$ cat src/rtl/sparse_pos_packer_if.sv
// Position stream handshake between producer and packer.
// Transfer on a rising edge with s_pos_valid && s_pos_ready.
interface sparse_pos_packer_if #(
  parameter int POS_WIDTH = 10
);
  logic                 s_pos_valid;
  logic                 s_pos_ready;
  logic [POS_WIDTH-1:0] s_pos_data;

  modport master (
    output s_pos_valid,
    output s_pos_data,
    input  s_pos_ready
  );

  modport slave (
    input  s_pos_valid,
    input  s_pos_data,
    output s_pos_ready
  );
endinterface

$ cat src/rtl/sparse_pos_packer.sv
// Packs streamed secret positions into position-RAM words,
// then kicks the sparse multiplier and waits for it.
module sparse_pos_packer #(
  parameter int N        = 1024,
  parameter int H        = 384,
  parameter int CORE_NUM = 8,
  parameter int PAD_POS  = 0,
  localparam int POS_WIDTH     = $clog2(N),
  localparam int POS_RAM_WIDTH = POS_WIDTH * CORE_NUM,
  localparam int POS_RAM_DEPTH = (H + CORE_NUM - 1) / CORE_NUM,
  localparam int ADDR_W =
    (POS_RAM_DEPTH > 1) ? $clog2(POS_RAM_DEPTH) : 1
) (
  input  logic                     clk,
  input  logic                     rst_n,
  input  logic                     i_load,
  sparse_pos_packer_if.slave       s_pos,
  output logic                     ram_pos_wr_en,
  output logic [ADDR_W-1:0]        ram_pos_wr_addr,
  output logic [POS_RAM_WIDTH-1:0] ram_pos_data_in,
  output logic                     mul_start,
  input  logic                     mul_done,
  output logic                     o_busy,
  output logic                     o_done
);

  localparam int LW = (CORE_NUM > 1) ? $clog2(CORE_NUM) : 1;
  localparam int CW = (H > 1) ? $clog2(H) : 1;

  typedef enum logic [2:0] {
    IDLE,
    COLLECT,
    FLUSH,
    START,
    WAIT_MUL,
    DONE
  } state_t;

  state_t state, state_nx;

  logic [POS_WIDTH-1:0] lane_buf [CORE_NUM];
  logic [LW-1:0]        lane_idx;
  logic [CW-1:0]        pos_cnt;
  logic [ADDR_W-1:0]    word_addr;

  logic                     ready;
  logic                     xfer;
  logic                     last_lane;
  logic                     last_pos;
  logic                     wr_now;
  logic [POS_RAM_WIDTH-1:0] word_nx;

  assign s_pos.s_pos_ready = ready;
  assign xfer      = s_pos.s_pos_valid && ready;
  assign last_lane = (lane_idx == LW'(CORE_NUM - 1));
  assign last_pos  = (pos_cnt == CW'(H - 1));
  assign wr_now    = xfer && (last_lane || last_pos);

  // State register
  always_ff @(posedge clk or negedge rst_n) begin
    if (!rst_n) state <= IDLE;
    else        state <= state_nx;
  end

  // Next state and state-decoded outputs
  always_comb begin
    state_nx  = state;
    ready     = 1'b0;
    mul_start = 1'b0;
    o_busy    = 1'b1;
    o_done    = 1'b0;
    unique case (state)
      IDLE: begin
        o_busy = 1'b0;
        if (i_load) state_nx = COLLECT;
      end
      COLLECT: begin
        ready = 1'b1;
        if (xfer && last_pos) state_nx = FLUSH;
      end
      FLUSH: state_nx = START;
      START: begin
        mul_start = 1'b1;
        state_nx  = WAIT_MUL;
      end
      WAIT_MUL: if (mul_done) state_nx = DONE;
      DONE: begin
        o_done   = 1'b1;
        state_nx = IDLE;
      end
      default: state_nx = IDLE;
    endcase
  end

  // Word image: buffered lanes, incoming lane, pad above
  always_comb begin
    word_nx = '0;
    for (int k = 0; k < CORE_NUM; k++) begin
      if (LW'(k) < lane_idx)
        word_nx[POS_WIDTH*k +: POS_WIDTH] = lane_buf[k];
      else if (LW'(k) == lane_idx)
        word_nx[POS_WIDTH*k +: POS_WIDTH] = s_pos.s_pos_data;
      else
        word_nx[POS_WIDTH*k +: POS_WIDTH] = POS_WIDTH'(PAD_POS);
    end
  end

  // Lane buffer, counters and registered RAM write port
  always_ff @(posedge clk or negedge rst_n) begin
    if (!rst_n) begin
      for (int k = 0; k < CORE_NUM; k++) lane_buf[k] <= '0;
      lane_idx        <= '0;
      pos_cnt         <= '0;
      word_addr       <= '0;
      ram_pos_wr_en   <= 1'b0;
      ram_pos_wr_addr <= '0;
      ram_pos_data_in <= '0;
    end else begin
      ram_pos_wr_en <= 1'b0;
      if (state == IDLE && i_load) begin
        for (int k = 0; k < CORE_NUM; k++) lane_buf[k] <= '0;
        lane_idx  <= '0;
        pos_cnt   <= '0;
        word_addr <= '0;
      end else if (xfer) begin
        pos_cnt <= pos_cnt + CW'(1);
        if (wr_now) begin
          ram_pos_wr_en   <= 1'b1;
          ram_pos_wr_addr <= word_addr;
          ram_pos_data_in <= word_nx;
          word_addr       <= word_addr + ADDR_W'(1);
          lane_idx        <= '0;
          for (int k = 0; k < CORE_NUM; k++) lane_buf[k] <= '0;
        end else begin
          lane_buf[lane_idx] <= s_pos.s_pos_data;
          lane_idx           <= lane_idx + LW'(1);
        end
      end
    end
  end

endmodule

$ cat src/flat_wrapper.sv
// flat-port wrapper written by rule: the top's interface ports become plain ports
module sparse_pos_packer_flat 
#(
  parameter int N        = 1024,
  parameter int H        = 384,
  parameter int CORE_NUM = 8,
  parameter int PAD_POS  = 0,
  localparam int POS_WIDTH     = $clog2(N),
  localparam int POS_RAM_WIDTH = POS_WIDTH * CORE_NUM,
  localparam int POS_RAM_DEPTH = (H + CORE_NUM - 1) / CORE_NUM,
  localparam int ADDR_W =
    (POS_RAM_DEPTH > 1) ? $clog2(POS_RAM_DEPTH) : 1
)
  (clk, rst_n, i_load, ram_pos_wr_en, ram_pos_wr_addr, ram_pos_data_in, mul_start, mul_done, o_busy, o_done, s_pos_s_pos_valid, s_pos_s_pos_data, s_pos_s_pos_ready);
  sparse_pos_packer_if #(.POS_WIDTH(10)) s_pos_i ();
  input  logic clk;
  input  logic rst_n;
  input  logic i_load;
  output logic ram_pos_wr_en;
  output logic [ADDR_W-1:0] ram_pos_wr_addr;
  output logic [POS_RAM_WIDTH-1:0] ram_pos_data_in;
  output logic mul_start;
  input  logic mul_done;
  output logic o_busy;
  output logic o_done;
  input wire logic [$bits(s_pos_i.s_pos_valid)-1:0] s_pos_s_pos_valid;
  input wire logic [$bits(s_pos_i.s_pos_data)-1:0] s_pos_s_pos_data;
  output wire logic [$bits(s_pos_i.s_pos_ready)-1:0] s_pos_s_pos_ready;
  assign s_pos_i.s_pos_valid = s_pos_s_pos_valid;
  assign s_pos_i.s_pos_data = s_pos_s_pos_data;
  assign s_pos_s_pos_ready = s_pos_i.s_pos_ready;
  sparse_pos_packer #(.N(N), .H(H), .CORE_NUM(CORE_NUM), .PAD_POS(PAD_POS)) u_core (.clk(clk), .rst_n(rst_n), .i_load(i_load), .s_pos(s_pos_i), .ram_pos_wr_en(ram_pos_wr_en), .ram_pos_wr_addr(ram_pos_wr_addr), .ram_pos_data_in(ram_pos_data_in), .mul_start(mul_start), .mul_done(mul_done), .o_busy(o_busy), .o_done(o_done));
endmodule
$ cat config.mk
export PLATFORM = sky130hd
export DESIGN_NAME = sparse_pos_packer_flat
export DESIGN_NICKNAME = d
export VERILOG_FILES = /design/src/rtl/sparse_pos_packer_if.sv /design/src/rtl/sparse_pos_packer.sv /design/src/flat_wrapper.sv
export SDC_FILE = /design/constraint.sdc
export NUM_CORES = 1
export LEC_CHECK = 0
export ABC_AREA = 0
export CORE_ASPECT_RATIO = 1.5
export CORE_MARGIN = 10
export CORE_UTILIZATION = 60
export CTS_CLUSTER_DIAMETER = 50
export DETAILED_ROUTE_END_ITERATION = 8
export PLACE_DENSITY = 0.86
export SYNTH_ARGS = -nofsm -noshare
export SYNTH_HDL_FRONTEND = slang
export SYNTH_SLANG_ARGS = --single-unit
$ cat constraint.sdc
create_clock -name clk -period 5.4 [get_ports clk]
set_input_delay 0.81 -clock clk [delete_from_list [all_inputs] [get_ports clk]]
set_output_delay 0.81 -clock clk [all_outputs]
set_load 0.02 [all_outputs]
* Yosys cells after proc, flatten, opt, wreduce, memory -nomap -nowiden
Index checks and enable logic that the tools add are counted.
Widths: inputs -> output; s select.
** Storage, ports and cells
- Bits in registers :: 188
- Word-level logic and storage cells :: 101
** Operators by class
- Add/subtract/negate cells :: 3
- Order comparisons :: 10
- Equality and inequality tests :: 17
- Mux-type cells :: 41
- Bitwise operators :: 2
- Reductions and logical operators :: 13
** Operators with widths (count)
- $mux 80 :: 3
- $mux 10 :: 17
- $bwmux 80 :: 1
- $demux 10 s3 :: 1
- $mux 3 :: 6
- $mux 6 :: 3
- $mux 9 :: 2
- $pmux 3 s5 :: 1
- $eq 3x3->1 const A :: 4
- $lt 3x3->1 const A :: 4
- $add 9x1->9 const B :: 1
- $eq 3x3->1 const B :: 3
- $eq 9x9->1 const B :: 1
- $mux 1 :: 7
- $add 6x1->6 const B :: 1
- $eq 2x3->1 const A :: 2
- $eq 3x2->1 const B :: 2
- $logic_not 3->1 :: 2
- $lt 1x3->1 const A :: 2
- $lt 2x3->1 const A :: 2
- $reduce_and 3->1 :: 2
- $logic_and 1x1->1 :: 5
- $ge 4x4->1 const B :: 1
- $lt 4x1->1 const B :: 1
- 10 further kinds :: 12

* Logic depth before layout (Yosys ltp)
- Word-level depth :: 9
- Mapped depth :: 10
- Gate-level depth less buffers :: 7

* Worst setup path before layout
OpenSTA, ideal clock, no wires.
- Kind :: reg-to-reg
- Start point :: register u_core.lane_idx[1]
- End point :: register u_core.lane_buf[10] (netlist name)
- Setup time :: 0.067 ns
- Arrival :: 1.965 ns
- Data required time :: 5.333 ns
- Path slack :: 3.368 ns
- Stages on the path, launching flop included :: 8
- Path buffers :: 1
- Clock period less this slack :: 2.032 ns
- Cells stage by stage :: dfrtp_1 -> ha_1 -> ha_1 -> buf_2 -> inv_1 -> o311ai_0 -> a21oi_1 -> a22o_1
** On the way
- Longest elaborated chain between the ends :: 9
- Elaborated cells between the ends (all ways) :: 13
- Classes of those cells :: 2 x order compare; 1 x eq/ne; 6 x mux; 1 x bitwise; 3 x reduce/logical
** Ends and longest elaborated chain
- from (decl) :: line sparse_pos_packer.sv:42 : logic [LW-1:0] lane_idx;
- from (signal assigned) :: line sparse_pos_packer.sv:136 : lane_idx <= lane_idx + LW'(1);
- $not 3->4 (not written as such) :: line sparse_pos_packer.sv:135 : lane_buf[lane_idx] <= s_pos.s_pos_data;
- $ge 4x4->1 (not written as such) / $lt 4x1->1 (equally long branches) :: line sparse_pos_packer.sv:135
- $logic_and 1x1->1 (not written as such) :: line sparse_pos_packer.sv:135
- $mux 10 (not written as such) :: line sparse_pos_packer.sv:135
- $demux 10 s3 :: line sparse_pos_packer.sv:135
- $bwmux 80 :: line sparse_pos_packer.sv:135
- $mux 80 * :: line sparse_pos_packer.sv:127 : if (wr_now) begin
- $mux 80 * :: line sparse_pos_packer.sv:125 : end else if (xfer) begin
- $mux 80 * :: line sparse_pos_packer.sv:120 : if (state == IDLE && i_load) begin
- to (signal, indexed assignment) :: line sparse_pos_packer.sv:135
- to (decl) :: line sparse_pos_packer.sv:41 : logic [POS_WIDTH-1:0] lane_buf [CORE_NUM];
Mark *: on every way between the ends. The rest lies on a longest branch, timed or not. The select of a mux whose other input is x is not followed.
A chain may end at the register's enable or synchronous reset.

* Worst setup path in the final report
- Start point :: register u_core.lane_idx[2]
- End point :: register u_core.ram_pos_data_in[24]
** On the way
- Longest elaborated chain between the ends :: 4
- Elaborated cells between the ends (all ways) :: 8
- Classes of those cells :: 1 x order compare; 2 x eq/ne; 2 x mux; 3 x reduce/logical
** Ends and longest elaborated chain
- $eq 3x3->1 :: line sparse_pos_packer.sv:55 : assign last_lane = (lane_idx == LW'(CORE_NUM - 1));
- $logic_or 1x1->1 :: line sparse_pos_packer.sv:57 : assign wr_now = xfer && (last_lane || last_pos);
- $logic_and 1x1->1 :: line sparse_pos_packer.sv:57
- $reduce_and 3->1 (no line)
- to (signal assigned) :: line sparse_pos_packer.sv:130 : ram_pos_data_in <= word_nx;
- to (decl) :: line sparse_pos_packer.sv:20 : output logic [POS_RAM_WIDTH-1:0] ram_pos_data_in,
Parallel ways exist; a longest one is shown, timed or not.

==> results.yml <==
route:
  dr.first_iter.drc_count: 779
  drc: 0
  firstDrtPassIters: 6
  vias: 7196
  via_per_inst: 6.74
  wl_mm: 23.1
  drtAntennaViolNets: 0
  wl_per_cell_microns: 21.6
synthesis:
  synth_compound_area_share_pct: 25.6
  seq_area_frac_synth_pct: 54.0
  yosysTopAreaCell: "dfrtp_1"
  ys_types: 56
  synth_fp_nets: 868
  syn_area_sq_um: 8250
  synth-simple-area-share_pct: 12.7
  synth_edf_count: 0
  synthAdderAreaFrac_pct: 0.910
  ys_warn_count: 0
  synth_top_family_by_area: "compound AO/OA/AOI/OAI gates"
  synth_top_cell_area_share_pct: 54.0
  synthArstFlopShare_pct: 100
  synth-main-ff-cell: "dfrtp_1"
  ys_ff_latch: 178
  syn_inst: 847
  synthXorXnorAreaFrac_pct: 0.743
  syn_avg_cell_area_sq_um: 9.75
  synth.area.mux_share_pct: 1.05
  netlist_top_cells_area: "dfrtp_1, o21ai_0, nand3_1, a21oi_1, a22oi_1"
worst_setup_path:
  crit_buf_inv: 3
  path_class: "flip-flop to flip-flop"
  max_stage_delay_ns: 0.88
  cpMaxStageDelayCell: "dfrtp_1"
  crit_path_end_kind: "flip-flop"
  crit_chain: "ha_1 -> inv_1 -> o31ai_4 -> nand2_2 -> buf_4 -> inv_2 -> a31oi_1"
  cp.arrival_ns: 3.71
  crit_fanout: 49
  critPathRequiredTime_ns: 5.66
  critPathTopFamily: "buffers and inverters"
  startpoint_type: "flip-flop"
timing:
  rsz0062_at_grt: "false"
  slew_headroom_pct: 29.4
  slew_viol_final: 0
  worst_pin_slew_ns: 1.06
  final.min_clock_period_ns: 3.44
  fin_crit_sh_pct: 63.7
  hold_violations: 0
  fin_tns_setup_ns: 0
  finClkSkew_ns: 0.00948
  fmax_mhz: 291
  setup_viol: 0
floorplan:
  initial_core_util_pct: 61.3
  die_h_microns: 164
  dieArea_sq_um: 18900
  core_area_sq_um: 13500
  dieWidth_microns: 116
  floorplan.rows: 52
  io_pins: 106
cts:
  postCtsHoldBufs: 0
  cts_setup_buffers: 0
  clkLatencyLatePin_ns: 0.43
  post_cts_resized: 0
  clockBufferDepth: 2
  root_buffer: "clkbuf_16"
  cts_buffers: 17
  cts.sinks: 178
  cts_tree: "done"
  clk_pin_slew_ns: 0.07
  cts_max_level: 4
power_and_ir_drop:
  irDropWorstVdd_uv: 307
  p_sw_mw: 1.97
  power.share.switching_pct: 38.6
  p_int_mw: 3.13
  clkPwrFrac_pct: 22.1
  seqPwrFrac_pct: 41.0
  power.leakage_nw: 3.99
  power_frac_comb_pct: 36.9
  finalPower_mw: 5.10
  power_density_nw_per_um2: 523
layout:
  syn_to_final_growth_pct: 18.3
  drive_above_1_share_pct: 7.07
  seq_area_sq_um: 4450
  n_antenna_cell: 0
  multiInputGateArea_sq_um: 3420
  fillers: 941
  design_area_sq_um: 9760
  fin_nets: 914
grt:
  grt_overflow: 0
  track_usage_pct: 24.5
  grt_pass1_wl_mm: 37.0
  grt_pass1_vias: 7047
  grt_max_degree: 77
  antenna_found_initial: 0
placement:
  placed_area_sq_um: 9220
  gp_congestion: 0.886
  portBuffers: 105
  dp_hpwl_mm: 14.4
min_path:
  hp-class: "input pin to asynchronous set/reset pin"
run:
  max-cap-violations: 0
status:
  status: "finished, final reports clean"
==> through the flow <==
stage,worst slack (ns),hold slack [ns],std cells,util (%)
floorplan,3.37,0.473,847,-
global placement,2.16,0.480,1036,68.5
detailed placement,2.03,0.487,1036,68.5
CTS,2.01,0.425,1067,72.5
global route,1.74,0.443,1067,72.5
finish,1.96,0.393,1067,72.5
==> per-layer routing <==
layer / track usage [%] / part of all wire, % / vias up
met5: 0 / 0 / -
met4: 11.5 / 3.7 / 0
met3: 4.77 / 8.2 / 66
met2: 39.8 / 51 / 388
met1: 30.6 / 37 / 3532
li1: - / - / 3210
==> power by group through the flow <==
| stage | clock [mW] | sequential [mW] | combinational, mW |
|---|---|---|---|
| 2_1_floorplan | 0 | 2.20 | 1.01 |
| 3_3_place_gp | 0 | 2.08 | 1.81 |
| 3_5_place_dp | 0 | 2.09 | 1.86 |
| 4_1_cts | 1.13 | 2.08 | 1.88 |
| 5_1_grt | 1.19 | 2.13 | 2.06 |
| 6_report | 1.13 | 2.09 | 1.88 |
==> path summary, 6_finish.rpt <==
| kind | from | endpoint | slack [ns] | cells past startpoint |
|---|---|---|---|---|
| min in group clk | u_core.lane_buf[67] | u_core.lane_buf[67] | 0.51 | 1 |
| min reg2reg | u_core.lane_buf[67] | u_core.lane_buf[67] | 0.51 | 1 |
| max | u_core.lane_idx[2] | u_core.ram_pos_data_in[24] | 1.96 | 7 |
| max in group asynchronous | rst_n | u_core.lane_buf[79] | 3.85 | 2 |
| min | rst_n | u_core.ram_pos_data_in[76] | 0.39 | 1 |
| max reg2reg | u_core.lane_idx[2] | u_core.ram_pos_data_in[24] | 1.96 | 7 |
==> Yosys cell counts (11+ instances only) <==
cell,number
nand2_1,57
dfrtp_1,178
a22o_1,20
a31oi_1,30
buf_1,11
a21oi_1,90
o21ai_0,134
nand3_1,99
o21ai_1,11
clkbuf_1,48
a22oi_1,40
nor2_1,11
buf_2,20
==> worst register-to-register path, cell delays in order, from the launching register on <==
cell     delay (ns)
dfrtp_1        0.88
ha_1           0.89
inv_1          0.34
o31ai_4        0.15
nand2_2        0.07
buf_4          0.30
inv_2          0.49
a31oi_1        0.18
==> kinds of logic (layout without fill, tap and decap cells) <==
logic type	after synthesis	in the layout
flops	178	178
compound gates	349	349
mux	6	6
buf+inv	94	152
xor+xnor	7	7
simple gates	207	207
fa+ha+maj	6	6
==> flip-flops by register name, summed over array words and instances (netlist names) <==
register,count
u_core.ram_pos_data_in,80
u_core.word_addr,6
u_core.pos_cnt,9
u_core.lane_buf,70
u_core.state,3
u_core.ram_pos_wr_en,1
u_core.lane_idx,3
u_core.ram_pos_wr_addr,6
==> cell usage in the layout, fill, tap and decap left out, types with 17 or more instances in the layout <==
| cell | instances |
|---|---|
| dfrtp_1 | 178 |
| o21ai_0 | 134 |
| clkdlybuf4s50_1 | 104 |
| nand3_1 | 99 |
| a21oi_1 | 90 |
| nand2_1 | 57 |
| a22oi_1 | 40 |
| a31oi_1 | 30 |
| a22o_1 | 20 |
| clkbuf_16 | 17 |
==> cell type report <==
class                           count  share of cell area [%]
Clock inverter                     11                   0.846
Timing Repair Buffer              114                    11.5
Sequential cell                   178                    45.6
Multi-Input combinational cell    575                    35.0
Tap cell                          162                    2.08
Inverter                            7                   0.269
Clock buffer                       20                    4.68
Note: power is estimated with default switching activity, not from simulation.
